===== src/rtl/synth_pkg.sv =====
// Shared constants and types for the tone controller: the C4..C5 note table,
// FSM state encoding and the target half-period helper.
package synth_pkg;

  localparam int NUM_NOTES = 8;
  localparam int NOTE_W    = 20;
  localparam int IDX_W     = 3;
  localparam int MIN_HALF  = 2;

  // Half-period counts at 100 MHz; element 0 is C4, element 7 is C5.
  localparam logic [NUM_NOTES-1:0][NOTE_W-1:0] NOTE_HALF = {
    20'd95557,  20'd101239, 20'd113636, 20'd127551,
    20'd143172, 20'd151685, 20'd170265, 20'd191110
  };

  typedef enum logic [1:0] {
    IDLE    = 2'd0,
    LOAD    = 2'd1,
    PLAY    = 2'd2,
    RELEASE = 2'd3
  } tone_state_e;

  // Octave shift halves the period; clamp so the square wave never degenerates.
  function automatic logic [31:0] half_for(input logic [IDX_W-1:0] idx,
                                           input logic [1:0]       oct,
                                           input int               shift);
    logic [31:0] h;
    h = (32'(NOTE_HALF[idx]) >> shift) >> oct;
    if (h < 32'(MIN_HALF)) begin
      h = 32'(MIN_HALF);
    end
    return h;
  endfunction

endpackage


===== src/rtl/tone_half_counter.sv =====
// Programmable down-counter that flips the tone register each time it expires
// and reloads itself from load_val_i in the same cycle.
module tone_half_counter #(
  parameter int DIV_W = 20
) (
  input  logic             clk,
  input  logic             rst,
  input  logic             clear_i,
  input  logic             load_i,
  input  logic [DIV_W-1:0] load_val_i,
  input  logic             run_i,
  output logic             expire_o,
  output logic             tone_o
);

  logic [DIV_W-1:0] count_q, count_d;
  logic             tone_q, tone_d;

  assign expire_o = run_i && (count_q == '0);
  assign tone_o   = tone_q;

  always_comb begin
    count_d = count_q;
    tone_d  = tone_q;
    if (clear_i) begin
      count_d = '0;
      tone_d  = 1'b0;
    end else if (load_i) begin
      count_d = load_val_i;
    end else if (expire_o) begin
      count_d = load_val_i;
      tone_d  = ~tone_q;
    end else if (run_i) begin
      count_d = count_q - 1'b1;
    end
  end

  always_ff @(posedge clk or posedge rst) begin
    if (rst) begin
      count_q <= '0;
      tone_q  <= 1'b0;
    end else begin
      count_q <= count_d;
      tone_q  <= tone_d;
    end
  end

endmodule


===== src/rtl/synth_tone_ctrl.sv =====
// Tone controller: synchronizes key levels, picks the highest key, looks up its
// half-period and sequences the half counter so retunes land only on boundaries.
module synth_tone_ctrl
  import synth_pkg::*;
#(
  parameter int NUM_KEYS    = 8,
  parameter int DIV_W       = 20,
  parameter int TABLE_SHIFT = 0
) (
  input  logic                clk,
  input  logic                rst,
  input  logic [NUM_KEYS-1:0] key_req,
  input  logic [1:0]          octave,
  output logic                tone_out,
  output logic                active,
  output logic [2:0]          note_idx,
  output logic                retune_ack
);

  logic [NUM_KEYS-1:0] sync_q, ks_q;
  logic [IDX_W-1:0]    tgt_idx;
  logic [DIV_W-1:0]    tgt_half;
  logic                key_any, retarget;

  tone_state_e         state_q, state_d;
  logic [IDX_W-1:0]    cur_idx_q, cur_idx_d;
  logic [DIV_W-1:0]    cur_half_q, cur_half_d;
  logic                retune_q, retune_d;

  logic                cnt_clear, cnt_load, cnt_run, cnt_expire, tone;
  logic [DIV_W-1:0]    cnt_val;

  always_ff @(posedge clk or posedge rst) begin
    if (rst) begin
      sync_q <= '0;
      ks_q   <= '0;
    end else begin
      sync_q <= key_req;
      ks_q   <= sync_q;
    end
  end

  // Fixed priority: the highest pressed key wins.
  always_comb begin
    tgt_idx = '0;
    for (int i = 0; i < NUM_KEYS; i++) begin
      if (ks_q[i]) begin
        tgt_idx = IDX_W'(i);
      end
    end
  end

  assign tgt_half = DIV_W'(half_for(tgt_idx, octave, TABLE_SHIFT));
  assign key_any  = |ks_q;
  assign retarget = (tgt_idx != cur_idx_q) || (tgt_half != cur_half_q);

  // Counting stops in RELEASE once the tone is already low, so no new high
  // phase can start after the last key has gone.
  assign cnt_run = (state_q == PLAY) || ((state_q == RELEASE) && (key_any || tone));

  tone_half_counter #(
    .DIV_W(DIV_W)
  ) u_counter (
    .clk       (clk),
    .rst       (rst),
    .clear_i   (cnt_clear),
    .load_i    (cnt_load),
    .load_val_i(cnt_val),
    .run_i     (cnt_run),
    .expire_o  (cnt_expire),
    .tone_o    (tone)
  );

  always_comb begin
    state_d    = state_q;
    cur_idx_d  = cur_idx_q;
    cur_half_d = cur_half_q;
    retune_d   = 1'b0;
    cnt_clear  = 1'b0;
    cnt_load   = 1'b0;
    cnt_val    = cur_half_q - 1'b1;
    unique case (state_q)
      IDLE: begin
        cnt_clear = 1'b1;
        if (key_any) begin
          state_d    = LOAD;
          cur_idx_d  = tgt_idx;
          cur_half_d = tgt_half;
        end
      end
      LOAD: begin
        cnt_load = 1'b1;
        state_d  = PLAY;
      end
      PLAY: begin
        // A new pitch is only adopted at the moment the current half expires.
        if (cnt_expire && key_any && retarget) begin
          cnt_val    = tgt_half - 1'b1;
          cur_idx_d  = tgt_idx;
          cur_half_d = tgt_half;
          retune_d   = 1'b1;
        end
        if (!key_any) begin
          state_d = RELEASE;
        end
      end
      RELEASE: begin
        if (key_any) begin
          state_d = PLAY;
        end else if (!tone || cnt_expire) begin
          state_d = IDLE;
        end
      end
      default: state_d = IDLE;
    endcase
  end

  always_ff @(posedge clk or posedge rst) begin
    if (rst) begin
      state_q    <= IDLE;
      cur_idx_q  <= '0;
      cur_half_q <= DIV_W'(MIN_HALF);
      retune_q   <= 1'b0;
    end else begin
      state_q    <= state_d;
      cur_idx_q  <= cur_idx_d;
      cur_half_q <= cur_half_d;
      retune_q   <= retune_d;
    end
  end

  assign tone_out   = tone;
  assign active     = (state_q != IDLE);
  assign note_idx   = cur_idx_q;
  assign retune_ack = retune_q;

endmodule


===== config.mk =====
export PLATFORM = sky130hd
export DESIGN_NAME = synth_tone_ctrl
export DESIGN_NICKNAME = d
export VERILOG_FILES = /design/src/rtl/synth_pkg.sv /design/src/rtl/tone_half_counter.sv /design/src/rtl/synth_tone_ctrl.sv
export SDC_FILE = /design/constraint.sdc
export NUM_CORES = 1
export LEC_CHECK = 0
export CORE_MARGIN = 1.5
export CORE_UTILIZATION = 49
export CTS_BUF_LIST = sky130_fd_sc_hd__clkbuf_8
export DETAILED_ROUTE_END_ITERATION = 7
export PLACE_DENSITY_LB_ADDON = 0.1
export SETUP_SLACK_MARGIN = 0.05
export SLEW_MARGIN = 20
export SYNTH_ARGS = -nofsm -noshare
export SYNTH_HDL_FRONTEND = slang
export SYNTH_HIERARCHICAL = 1
export SYNTH_SLANG_ARGS = --single-unit

===== constraint.sdc =====
create_clock -name clk -period 8.2 [get_ports clk]
set_input_delay 1.64 -clock clk [delete_from_list [all_inputs] [get_ports clk]]
set_output_delay 1.64 -clock clk [all_outputs]
set_load 0.05 [all_outputs]

==> impl_results.md, run 1 <==
- Vias in the first global route: 4,167
- Post-CTS Hold Buffers: 0
- Layout cell share with drive strength beyond 1: 11.01%
- Clock Sinks: 61
- Root Buffer: clkbuf_8
- Final WL: 12.81 mm
- Fin util: 54.49%
- Peak VDD IR: 113.4 uV
- Layout area overhead: 6.700%
- RSZ-0062 raised after global routing: no
- Largest net degree at the start of global routing: 43
- Worst reg2reg path depth: 12
- Slew headroom: 31.56%
- Vias/cell: 6.248
- Syn_area_per_cell: 8.802 um^2
- Post-cts gate resize count: 0
- Fin worst setup slack: 2.127 ns
- CTS tree: yes
- Setup TNS: 0 ns
- Tmin final: 6.073 ns
- Initial Util: 51.07%
- Initial antenna violation count: 0
- Worst skew pair latency: 0.38 ns
- Diode count: 0
- Initial drt markers: 333
- Final Hold Violating Endpoints: 0
- Crit path kind: in -> reg
- Commonest non-fill, non-tap cell in the layout: dfrtp_1
- Post-Place Worst Slack: 1.769 ns
- Synth cell types: 79
- Worst hold margin: 0.3492 ns
- Synth Net Count: 597
- Crit path capture type: flop
- Worst Hold Class: reg -> reg
- Via count: 4,405
- Synthesized cell area: 5061 um^2
- Hold path cells: 0
- PD cells: 184.2 nW/um^2
- Post-CTS Setup Bufs: 0
- Wire length of the first global-routing pass: 21.72 mm
- Final period util: 74.06%
- WL/cell: 18.17 um
- Final setup viols: 0
- Synth warn: 6
- Placer Congestion: 0.8960
- Post-route ant nets: 0
- TritonCTS buffer count: 9
- Seq/Total Area, Yosys: 30.19%
- Share of flip-flops with an asynchronous set or reset: 100.0%
- Core ar.: 9910 um^2
- Global Route Usage Sum: 24.88%
- Max Freq: 0.1647 GHz
- Drt pass-1 iters: 5
- DRC: 0
- Max-slew violations: 0
- Critical Path Fanout Max: 31
- Leak: 2.306 nW
- Clk buf depth: 2
- Chip Height: 104.6 um
- Synth Instances: 575
- Max-Cap Viols: 0
- Port-buffer cells: 17
- Clock Skews: 0.01170 ns
- Hpwl dp: 9.460 mm
- Slew @ Worst Pin: 1.023 ns
- Most frequent cells in the layout: 60 x dfrtp_1, 47 x nand2_1, 42 x mux2i_1
- Worst path arrival time: 6.33 ns
- Required time worst endpoint: 8.46 ns
- Fin nets: 589
- Row count: 36
- Grt ovf: 0
- Main flop type after synthesis: dfrtp_1
- CTS clk-pin slew, worst paths: 0.07 ns
- Die ar.: 10,950 um^2
- Post-synth EDFFs: 0
- Total I/O pin count: 18
- CTS H-Tree Depth: 3
- Die Span X: 104.6 um
- Startpoint types: input port
- #FFs+latches synth: 61
- Status: finished clean
[cell usage after synthesis (8+ instances only)]
library cell,instances,share of area (%)
a21oi_1,15,1.5
and3_1,9,1.1
clkbuf_1,24,1.8
dfrtp_1,60,30
ha_1,10,2.5
inv_1,31,2.3
mux2_2,10,2.2
mux2_4,10,3.0
mux2i_1,42,8.3
nand2_1,47,3.5
nand3_1,20,2.0
nor2_1,38,2.8
nor3_1,23,2.3
nor4_1,8,0.99
o211ai_1,9,1.3
o21ai_0,29,2.9
or3_1,11,1.4
xnor2_1,31,5.4
[report_power, final]
group          total (mW)  switching, mW  leakage [nW]  internal, mW
combinational       0.311          0.167          1.50         0.144
clock               0.245          0.135        0.0797         0.110
sequential          0.438         0.0819         0.725         0.357
total               0.995          0.384          2.31         0.611
[state kept, by name, indices dropped and copies added, names as in the netlist]
signal	flops
cur_half_q	18
ks_q	8
note_idx	3
retune_ack	1
state_q	2
sync_q	8
u_counter/count_q	20
u_counter/tone_o	1
[per-stage QoR]
stage	cells	cell area, um^2	power [mW]
floorplan	575	5061	0.6703
global placement	689	5225	0.7392
detailed placement	689	5225	0.7482
CTS	705	5400	0.9948
global route	705	5400	1.058
finish	705	5400	0.9946
[critical path: stages]
cell,delay [ns]
clkdlybuf4s50_1,1.15
inv_1,0.52
ha_1,0.53
nor4bb_1,0.23
a31oi_1,0.06
o21ai_0,0.15
nor4bb_1,0.22
nand4b_1,0.16
nor4_2,0.31
nand4_2,0.22
o21bai_4,0.73
mux2_2,0.41
[layer usage]
| layer | vias to the layer above | wire length, um | global-route usage [%] |
|---|---|---|---|
| li1 | 2094 | - | - |
| met1 | 2155 | 6181 | 35.93 |
| met2 | 132 | 5662 | 36.65 |
| met3 | 24 | 702 | 5.552 |
| met4 | 0 | 263 | 8.317 |
| met5 | - | 0 | 0 |
[worst paths after layout]
path / start / slack [ns] / end
max: octave[0] / 2.13 / note_idx[1]$_DFFE_PP0P_
min: sync_q[2]$_DFF_PP0_ / 0.35 / ks_q[2]$_DFF_PP0_
max reg2reg: ks_q[7]$_DFF_PP0_ / 3.31 / note_idx[1]$_DFFE_PP0P_
min reg2reg: sync_q[2]$_DFF_PP0_ / 0.35 / ks_q[2]$_DFF_PP0_
max in group asynchronous: rst / 5.88 / u_counter/count_q[2]$_DFFE_PP0P_
min in group asynchronous: rst / 1.71 / cur_half_q[14]$_DFFE_PP0P_
[cells by family (layout without fill, tap and decap cells)]
kind of cell	after synthesis	in the layout	synth area share, %
simple gates	201	201	21.43
mux	64	64	14.21
compound gates	128	128	18.71
flops	61	61	30.19
buf+inv	73	70	6.403
fa+ha+maj	10	10	2.472
xor+xnor	38	38	6.576
[area by class of cell]
type / instances / area (um^2)
timing repair buffer: 20 / 192.7
fill: 922 / 4509
clock buffer: 9 / 123.9
sequential: 61 / 1528
multi-input combinational: 441 / 3209
clock inverter: 7 / 51.30
inverter: 34 / 128.9
tap: 133 / 166.4
No activity file was read; power rests on OpenSTA's default activity.
==> inputs of run 2 (changes only) <==
==> constraint.sdc (replaced) <==
create_clock -name clk -period 5.15 [get_ports clk]
set_input_delay 1.03 -clock clk [delete_from_list [all_inputs] [get_ports clk]]
set_output_delay 1.03 -clock clk [all_outputs]
set_load 0.05 [all_outputs]
==> run 2 against run 1 <==
Effect of this change:
- setup slack got worse by 1.6 ns
- die area unchanged
- non-clock buffer count up 9
- register-to-register slack lost 2.7 ns
- sequential power is 58% higher
- combinational power rose by 61%
- clock power rose by 70%
- flip-flop and latch count is the same
- via count grew 1.6%
- cell count rose by 1.3%
- global-route usage fell by 0.19 points
==> impl_results.md, run 2 (same netlist as run 1, synthesis figures left out) <==
- CP max stage delay: 0.52 ns
- Crit path kind: reg -> reg
- Vias/cell: 6.269
- CP delay by family, top: simple AND/OR/NAND/NOR gates
- Power, Total: 1.612 mW
- Initial antenna violation count: 0
- Critical Path Fanout Max: 19
- Stages on the worst setup path: 15
- Fin nets: 598
- Drt pass-1 iters: 4
- Max Freq: 0.2181 GHz
- Chip Height: 104.6 um
- Tmin final: 4.586 ns
- Layout area overhead: 8.554%
- Clk buf depth: 2
- WL/cell: 18.11 um
- Most frequent cells in the layout: 60 x dfrtp_1, 47 x nand2_1, 42 x mux2i_1
- Diode count: 0
- Buf/Inv on CP: 0
- Final WL: 12.93 mm
- Hold path cells: 0
- Worst path arrival time: 4.84 ns
- Clock Skews: 0.007479 ns
- Biggest register: u_counter/count_q
- CTS clk-pin slew, worst paths: 0.08 ns
- Max-slew violations: 0
- CTS tree: yes
- Regs by FF count: u_counter/count_q x20, cur_half_q x18
- Required time worst endpoint: 5.40 ns
- Worst skew pair latency: 0.36 ns
- Slowest-stage cell, CP: o31ai_1
- Final setup viols: 0
- TritonCTS buffer count: 9
- Post-CTS Setup Bufs: 0
- PD cells: 293.4 nW/um^2
- Grt ovf: 0
- Peak VDD IR: 269.1 uV
- Vias in the first global route: 4,096
- Status: finished clean
- Initial drt markers: 444
- Final Hold Violating Endpoints: 0
- Post-route ant nets: 0
- Post-cts gate resize count: 0
- Post-CTS Hold Buffers: 0
- Global Route Usage Sum: 24.70%
- Hpwl dp: 9.713 mm
- Final period util: 89.05%
- Setup TNS: 0 ns
- DRC: 0
- Via count: 4,476
- Max-Cap Viols: 0
- Worst Hold Class: reg -> reg
- Crit path capture type: flop
- Commonest non-fill, non-tap cell in the layout: dfrtp_1
- Leak: 2.372 nW
- CTS H-Tree Depth: 3
- Max reg flops: 20
- Slew @ Worst Pin: 1.023 ns
- Core ar.: 9910 um^2
- Initial Util: 51.07%
- Slew headroom: 31.57%
- Total I/O pin count: 18
- Worst reg2reg path depth: 15
- Layout cell share with drive strength beyond 1: 12.56%
- Die ar.: 10,950 um^2
- Fill count: 927
- Largest net degree at the start of global routing: 41
- Fin util: 55.44%
- Clock Sinks: 61
- Placer Congestion: 0.8844
- Startpoint types: flop
- RSZ-0062 raised after global routing: no
- Row count: 36
- Wire length of the first global-routing pass: 21.45 mm
- Port-buffer cells: 17
- Die Span X: 104.6 um
- CP Cell Sequence: nor2b_1 > o21ai_0 > nand2_1 > ha_1 > o41a_1 > a311oi_1 > o31ai_1 > xnor2_1 > nand4b_1 > nor4_2 > nand4_2 > nand2_4 > mux2_2 > and3_1 > a221o_1
- Root Buffer: clkbuf_8
[run 2: report_power, final]
group / internal (mW) / leakage, nW / total [mW] / switching (mW)
Sequential: 0.567 / 0.725 / 0.694 / 0.127
Combinational: 0.233 / 1.55 / 0.500 / 0.267
Clock: 0.187 / 0.0947 / 0.417 / 0.231
[run 2: path summary, 6_finish.rpt]
path                                                      to  slack, ns           startpoint
max                        u_counter/count_q[11]$_DFFE_PP0P_       0.56    ks_q[1]$_DFF_PP0_
max in group asynchronous   u_counter/count_q[1]$_DFFE_PP0P_       3.45                  rst
min                                        ks_q[3]$_DFF_PP0_       0.34  sync_q[3]$_DFF_PP0_
min in group asynchronous             state_q[0]$_DFFE_PP0P_       1.12                  rst
max reg2reg                u_counter/count_q[11]$_DFFE_PP0P_       0.56    ks_q[1]$_DFF_PP0_
min reg2reg                                ks_q[3]$_DFF_PP0_       0.34  sync_q[3]$_DFF_PP0_
[run 2: metrics by stage]
step | instances | setup WS (ns) | hold WS, ns | area, um^2
3_5_place_dp | 698 | 0.3336 | 0.3355 | 5305
5_1_grt | 714 | 0.2589 | 0.3600 | 5494
2_1_floorplan | 575 | 0.9873 | 0.3312 | 5061
4_1_cts | 714 | 0.4423 | 0.3517 | 5494
3_3_place_gp | 698 | 0.5278 | 0.3335 | 5305
6_report | 714 | 0.5642 | 0.3444 | 5494
[run 2: metal layers]
metal | global-route usage (%) | up-vias | share of wire (%)
met3 | 6.114 | 21 | 5.6
li1 | - | 2113 | -
met4 | 6.849 | 0 | 1.8
met1 | 36.20 | 2207 | 48
met5 | 0 | - | 0
met2 | 35.95 | 135 | 45
[run 2: area by class of cell]
class / instances / area [um^2] / share of cell area (%)
clock inverter: 7 / 65.06 / 1.184
clock buffer: 9 / 123.9 / 2.255
timing repair buffer: 29 / 272.8 / 4.965
multi-input combinational: 441 / 3209 / 58.41
inverter: 34 / 128.9 / 2.346
tap: 133 / 166.4 / 3.029
sequential: 61 / 1528 / 27.81
